[config.mk]
export PLATFORM = sky130hd
export DESIGN_NAME = logic_shift_unit
export DESIGN_NICKNAME = d
export VERILOG_FILES = /design/src/rtl/logic_unit_pkg.sv /design/src/rtl/shift_step.sv /design/src/rtl/logic_shift_unit.sv
export SDC_FILE = /design/constraint.sdc
export NUM_CORES = 1
export LEC_CHECK = 0
export BUFFER_PORTS_ARGS = -buffer_cell sky130_fd_sc_hd__buf_2
export CORE_AREA = 2 2 65 67
export DETAILED_ROUTE_END_ITERATION = 8
export DIE_AREA = 0 0 67 69
export PLACE_DENSITY_LB_ADDON = 0.25
export SYNTH_ARGS = -nofsm -noshare
export SYNTH_HDL_FRONTEND = slang
export SYNTH_SLANG_ARGS = --single-unit
[constraint.sdc]
create_clock -name clk -period 3.9 [get_ports clk]
set_clock_uncertainty 0.15 [all_clocks]
set_input_delay 0.585 -clock clk [delete_from_list [all_inputs] [get_ports clk]]
set_output_delay 0.585 -clock clk [all_outputs]
set_load 0.05 [all_outputs]
[src/rtl/logic_unit_pkg.sv]
`timescale 1ns/1ps
// Shared types for the logic/shift unit: operation codes, FSM states, default width.
package logic_unit_pkg;

    localparam int DEFAULT_WIDTH = 8;

    typedef enum logic [2:0] {
        OP_AND = 3'b000,
        OP_OR  = 3'b001,
        OP_XOR = 3'b010,
        OP_NOT = 3'b011,
        OP_SHL = 3'b100,
        OP_SHR = 3'b101,
        OP_ROL = 3'b110,
        OP_ROR = 3'b111
    } opsel_e;

    typedef enum logic [1:0] {
        IDLE  = 2'd0,
        SHIFT = 2'd1,
        DONE  = 2'd2
    } state_e;

    // Shift/rotate ops have bit 2 set; bit 0 selects right, bit 1 selects rotate.
    function automatic logic is_shift_op(input opsel_e op);
        return op[2];
    endfunction

endpackage

[src/rtl/shift_step.sv]
`timescale 1ns/1ps
// One-bit shift/rotate step: moves data one position left or right.
// Latency: combinational. Backpressure: none, pure function of inputs.
// Rotate feeds the departing bit back in; otherwise the fill bit enters.
module shift_step #(
    parameter int WIDTH = 8
) (
    input  logic [WIDTH-1:0] data,
    input  logic             dir,
    input  logic             rotate,
    input  logic             fill,
    output logic [WIDTH-1:0] data_out,
    output logic             out_bit
);

    logic in_bit;

    always_comb begin
        out_bit  = dir ? data[0] : data[WIDTH-1];
        in_bit   = rotate ? out_bit : fill;
        data_out = dir ? {in_bit, data[WIDTH-1:1]} : {data[WIDTH-2:0], in_bit};
    end

endmodule

[src/rtl/logic_shift_unit.sv]
`timescale 1ns/1ps
// Registered N-bit logic/shift unit: AND/OR/XOR/NOT, iterative SHL/SHR/ROL/ROR.
// Latency: 1 cycle for logic ops and zero shifts, shamt+1 cycles for shifts.
// Backpressure: holds result in DONE until out_ready; accepts only when IDLE.
module logic_shift_unit
    import logic_unit_pkg::*;
#(
    parameter int WIDTH   = DEFAULT_WIDTH,
    parameter int SHAMT_W = $clog2(WIDTH)
) (
    input  logic               clk,
    input  logic               rst_n,
    input  logic               in_valid,
    output logic               in_ready,
    input  logic [WIDTH-1:0]   op1,
    input  logic [WIDTH-1:0]   op2,
    input  logic [2:0]         opsel,
    input  logic [SHAMT_W-1:0] shamt,
    input  logic               cin,
    input  logic               flush,
    output logic               out_valid,
    input  logic               out_ready,
    output logic [WIDTH-1:0]   result,
    output logic               cout
);

    state_e             state_q, state_d;
    opsel_e             op_in, op_q;
    logic [WIDTH-1:0]   result_q;
    logic               cout_q;
    logic [SHAMT_W-1:0] count_q;
    logic               fill_q;
    logic               accept;
    logic               start_shift;
    logic [WIDTH-1:0]   logic_res;
    logic [WIDTH-1:0]   step_data;
    logic               step_bit;

    assign op_in       = opsel_e'(opsel);
    assign in_ready    = (state_q == IDLE);
    assign out_valid   = (state_q == DONE);
    assign accept      = in_valid & in_ready;
    assign start_shift = is_shift_op(op_in) && (shamt != '0);
    assign result      = result_q;
    assign cout        = cout_q;

    always_comb begin
        logic_res = '0;
        case (op_in)
            OP_AND:  logic_res = op1 & op2;
            OP_OR:   logic_res = op1 | op2;
            OP_XOR:  logic_res = op1 ^ op2;
            OP_NOT:  logic_res = ~op1;
            default: logic_res = op1;
        endcase
    end

    // The result register doubles as the shift register during SHIFT.
    shift_step #(
        .WIDTH (WIDTH)
    ) u_shift_step (
        .data     (result_q),
        .dir      (op_q[0]),
        .rotate   (op_q[1]),
        .fill     (fill_q),
        .data_out (step_data),
        .out_bit  (step_bit)
    );

    always_comb begin
        state_d = state_q;
        if (flush) begin
            state_d = IDLE;
        end else begin
            case (state_q)
                IDLE: begin
                    if (accept) begin
                        state_d = start_shift ? SHIFT : DONE;
                    end
                end
                SHIFT: begin
                    if (count_q == SHAMT_W'(1)) begin
                        state_d = DONE;
                    end
                end
                DONE: begin
                    if (out_ready) begin
                        state_d = IDLE;
                    end
                end
                default: state_d = IDLE;
            endcase
        end
    end

    always_ff @(posedge clk or negedge rst_n) begin
        if (!rst_n) begin
            state_q <= IDLE;
        end else begin
            state_q <= state_d;
        end
    end

    // Flush leaves result/cout untouched; only the FSM is aborted.
    always_ff @(posedge clk or negedge rst_n) begin
        if (!rst_n) begin
            result_q <= '0;
            cout_q   <= 1'b0;
            count_q  <= '0;
            op_q     <= OP_AND;
            fill_q   <= 1'b0;
        end else if (!flush) begin
            case (state_q)
                IDLE: begin
                    if (accept) begin
                        cout_q <= 1'b0;
                        op_q   <= op_in;
                        fill_q <= cin;
                        if (start_shift) begin
                            result_q <= op1;
                            count_q  <= shamt;
                        end else if (is_shift_op(op_in)) begin
                            result_q <= op1;
                        end else begin
                            result_q <= logic_res;
                        end
                    end
                end
                SHIFT: begin
                    result_q <= step_data;
                    cout_q   <= step_bit;
                    count_q  <= count_q - SHAMT_W'(1);
                end
                default: begin
                end
            endcase
        end
    end

endmodule

==> results.json <==
{
  "required_ns": 3.16,
  "clockPowerShare_pct": 17.7,
  "clock_latency_ns": 0.25,
  "post_cts_buffers": 0,
  "hold_class": "in -> async",
  "synth_most_common_cell": "nor2_1",
  "synth.top_cells.by_count": "nor2_1 (23), inv_1 (21), ha_1 (18)",
  "vdd_ir_drop_max_uv": 162,
  "clock-root-buffer": "clkbuf_8",
  "worst_slew_pin_slew_ns": 1.06,
  "seq_power_share_pct": 37.2,
  "core_um2": 3910,
  "grt_max_degree": 34,
  "wire_per_inst_um": 12.4,
  "dp_hpwl_mm": 2.43,
  "drv_slew": 0,
  "ys_seq_area_share_pct": 27.7,
  "cts_tree": "done",
  "cts_buffers": 3,
  "start_util_pct": 39.3,
  "cellPowerDensity_nw_per_um2": 419,
  "cts_hold_buf": 0,
  "cts_max_level": 1,
  "final_util_pct": 45.1,
  "vias_per_cell": 5.22,
  "max_cap_viol_count": 0,
  "async_reset_ff_share_pct": 100,
  "clockBufferDepth": 2,
  "post-place-ws_ns": 1.78,
  "die_area_um2": 4620,
  "grt_use_total_pct": 15.4,
  "layout-drive-gt1-share_pct": 24.6,
  "rows": 23,
  "num_vias": 1362,
  "syn_avg_cell_area_um2": 8.54,
  "crit_path_end_kind": "primary output",
  "criticalPathCategory": "reg -> out",
  "status": "complete, no violations",
  "fin_cells": 261,
  "yosysWarnings": 0,
  "io_buffers": 38,
  "grt_pass1_wl_mm": 5.61,
  "synthTopCellsByArea": "dfrtp_1 (28%), ha_1 (15%), mux2_2 (5.9%)",
  "num-nets-final": 258,
  "drt-pass1-iter-count": 4,
  "critPathLaunch": "state_q[1]$_DFFE_PN0P_",
  "place_area_um2": 1720,
  "post_cts_resized": 0,
  "reg2reg_from": "state_q[0]$_DFFE_PN0P_",
  "gp_congestion": 0.714,
  "yosysTopAreaCell": "dfrtp_1",
  "ys_ff_latch": 17,
  "use_met1_pct": 19.7,
  "area.growth.synth_to_final_pct": 14.8,
  "tns_ns": 0,
  "final_cell_area_um2": 1760,
  "power_switching_w": 0.000322,
  "hold_viol": 0,
  "maxSlewHeadroom_pct": 28.9,
  "synth_edf_count": 0,
  "rsz0062_at_grt": "no",
  "syn-num-nets": 226,
  "synth_top_area_share_pct": 27.7,
  "grtUsageMet2_pct": 25.1,
  "boundaryPins": 39,
  "placedCellCount": 257,
  "grt.busiest_layer": "met2",
  "grt_pass1_vias": 1265,
  "syn_area_um2": 1540,
  "drtAntennaViolNets": 0,
  "maxClockFrequency_mhz": 508,
  "drc": 0,
  "synth_top_flop_cell": "dfrtp_1",
  "intPower_w": 0.000417,
  "synth_cell_type_count": 34,
  "finalCritPeriodShare_pct": 50.5,
  "wirelength_mm": 3.23,
  "leakage_nw": 0.875,
  "gr-usage-met3_pct": 3.10,
  "swShare_pct": 43.6,
  "drtIter0Drc": 49,
  "period_needed_ns": 1.97,
  "path_max_fanout": 7,
  "clock_sinks": 17,
  "cp-start-kind": "flip-flop",
  "diodes": 0,
  "combPwrFrac_pct": 45.1,
  "die_x_um": 67,
  "overflow": 0,
  "die_h_um": 69,
  "antenna_found_initial": 0,
  "fin_ws_ns": 1.93,
  "arrival_ns": 1.24,
  "synth_cells": 180,
  "path_clk_slew_ns": 0.06,
  "finalSetupViolations": 0
}
cell type report:
class / count / area, um2
clock buffers: 4 / 45.0
flip-flops and latches: 17 / 425
fillers: 419 / 2150
well taps: 50 / 62.6
multi-input cells: 131 / 962
repair buffers: 38 / 190
inverters: 21 / 78.8
routing by layer:
layer  wire (um)  vias up
li1            -      706
met1        1470      621
met2        1540       31
met3         186        4
met4          39        0
met5           0        -
flip-flops by register name, indices dropped and copies added (netlist names):
name and count:
cout 1, state_q 2, result 8, op_q 2, fill_q 1, count_q 3
cells in the final DEF, fill, tap and decap left out:
| cell | Yosys | layout |
|---|---|---|
| nor2b_1 | 3 | 3 |
| nor3_2 | 1 | 1 |
| buf_2 | 5 | 38 |
| ha_1 | 18 | 18 |
| a2111oi_0 | 2 | 2 |
| a221o_1 | 2 | 2 |
| a211oi_2 | 1 | 1 |
| nor3_1 | 1 | 1 |
| a211o_1 | 2 | 2 |
| o2111ai_1 | 1 | 1 |
| a211oi_1 | 11 | 11 |
| a21oi_1 | 12 | 12 |
| nand3b_1 | 1 | 1 |
| nand2_1 | 4 | 4 |
| nor2_1 | 23 | 23 |
| clkbuf_1 | 2 | 1 |
| o21ai_0 | 9 | 9 |
| a22oi_1 | 7 | 7 |
| clkbuf_8 | 0 | 3 |
| nor3b_1 | 1 | 1 |
| o31a_1 | 2 | 2 |
| mux2i_1 | 1 | 1 |
| o21ai_1 | 2 | 2 |
| mux2_2 | 8 | 8 |
| a21o_1 | 5 | 5 |
| or2_1 | 1 | 1 |
| a221oi_1 | 2 | 2 |
| o221ai_1 | 1 | 1 |
| dfrtp_1 | 17 | 17 |
| nand2b_1 | 5 | 5 |
| inv_1 | 21 | 21 |
| nor2_4 | 1 | 1 |
| o31ai_1 | 4 | 4 |
path summary, 6_finish.rpt:
kind | end | slack, ns | depth (start not counted)
setup reg to reg | count_q[1]$_DFFE_PN0P_ | 1.94 | 3
hold reg to reg | cout$_DFFE_PN0P_ | 0.35 | 2
min in group clk | cout$_DFFE_PN0P_ | 0.35 | 2
hold / removal | state_q[0]$_DFFE_PN0P_ | 0.1 | 1
max in group asynchronous | count_q[2]$_DFFE_PN0P_ | 3.23 | 1
setup / recovery | out_valid | 1.93 | 2
critical path: stages, from the launching register on:
cell and delay (ns):
dfrtp_1 0.50, nor2b_1 0.20, buf_2 0.28
power by group through the flow:
stage	clock network [W]	logic, W	registers, W
finish	0.000131	0.000333	0.000275
global route	0.000142	0.000369	0.000285
CTS	0.000134	0.000337	0.000277
detailed placement	0	0.000334	0.000280
global placement	0	0.000332	0.000282
floorplan	0	0.000186	0.000346
cells by family after synthesis:
family / count (synthesis) / synth area share [%]
DFF: 17 / 27.7
AOI/OAI and AO/OA: 63 / 28.5
buffers and inverters: 32 / 9.69
and+or+nand+nor: 41 / 12.9
adders and majority gates: 18 / 14.7
muxes: 9 / 6.51
per-stage QoR:
step	hold WS, ns	power [W]
5_1_grt	0.126	0.000796
3_3_place_gp	0.342	0.000613
4_1_cts	0.113	0.000747
6_report	0.0994	0.000739
3_5_place_dp	0.338	0.000614
2_1_floorplan	0.139	0.000531
No activity file was read; power rests on OpenSTA's default activity.
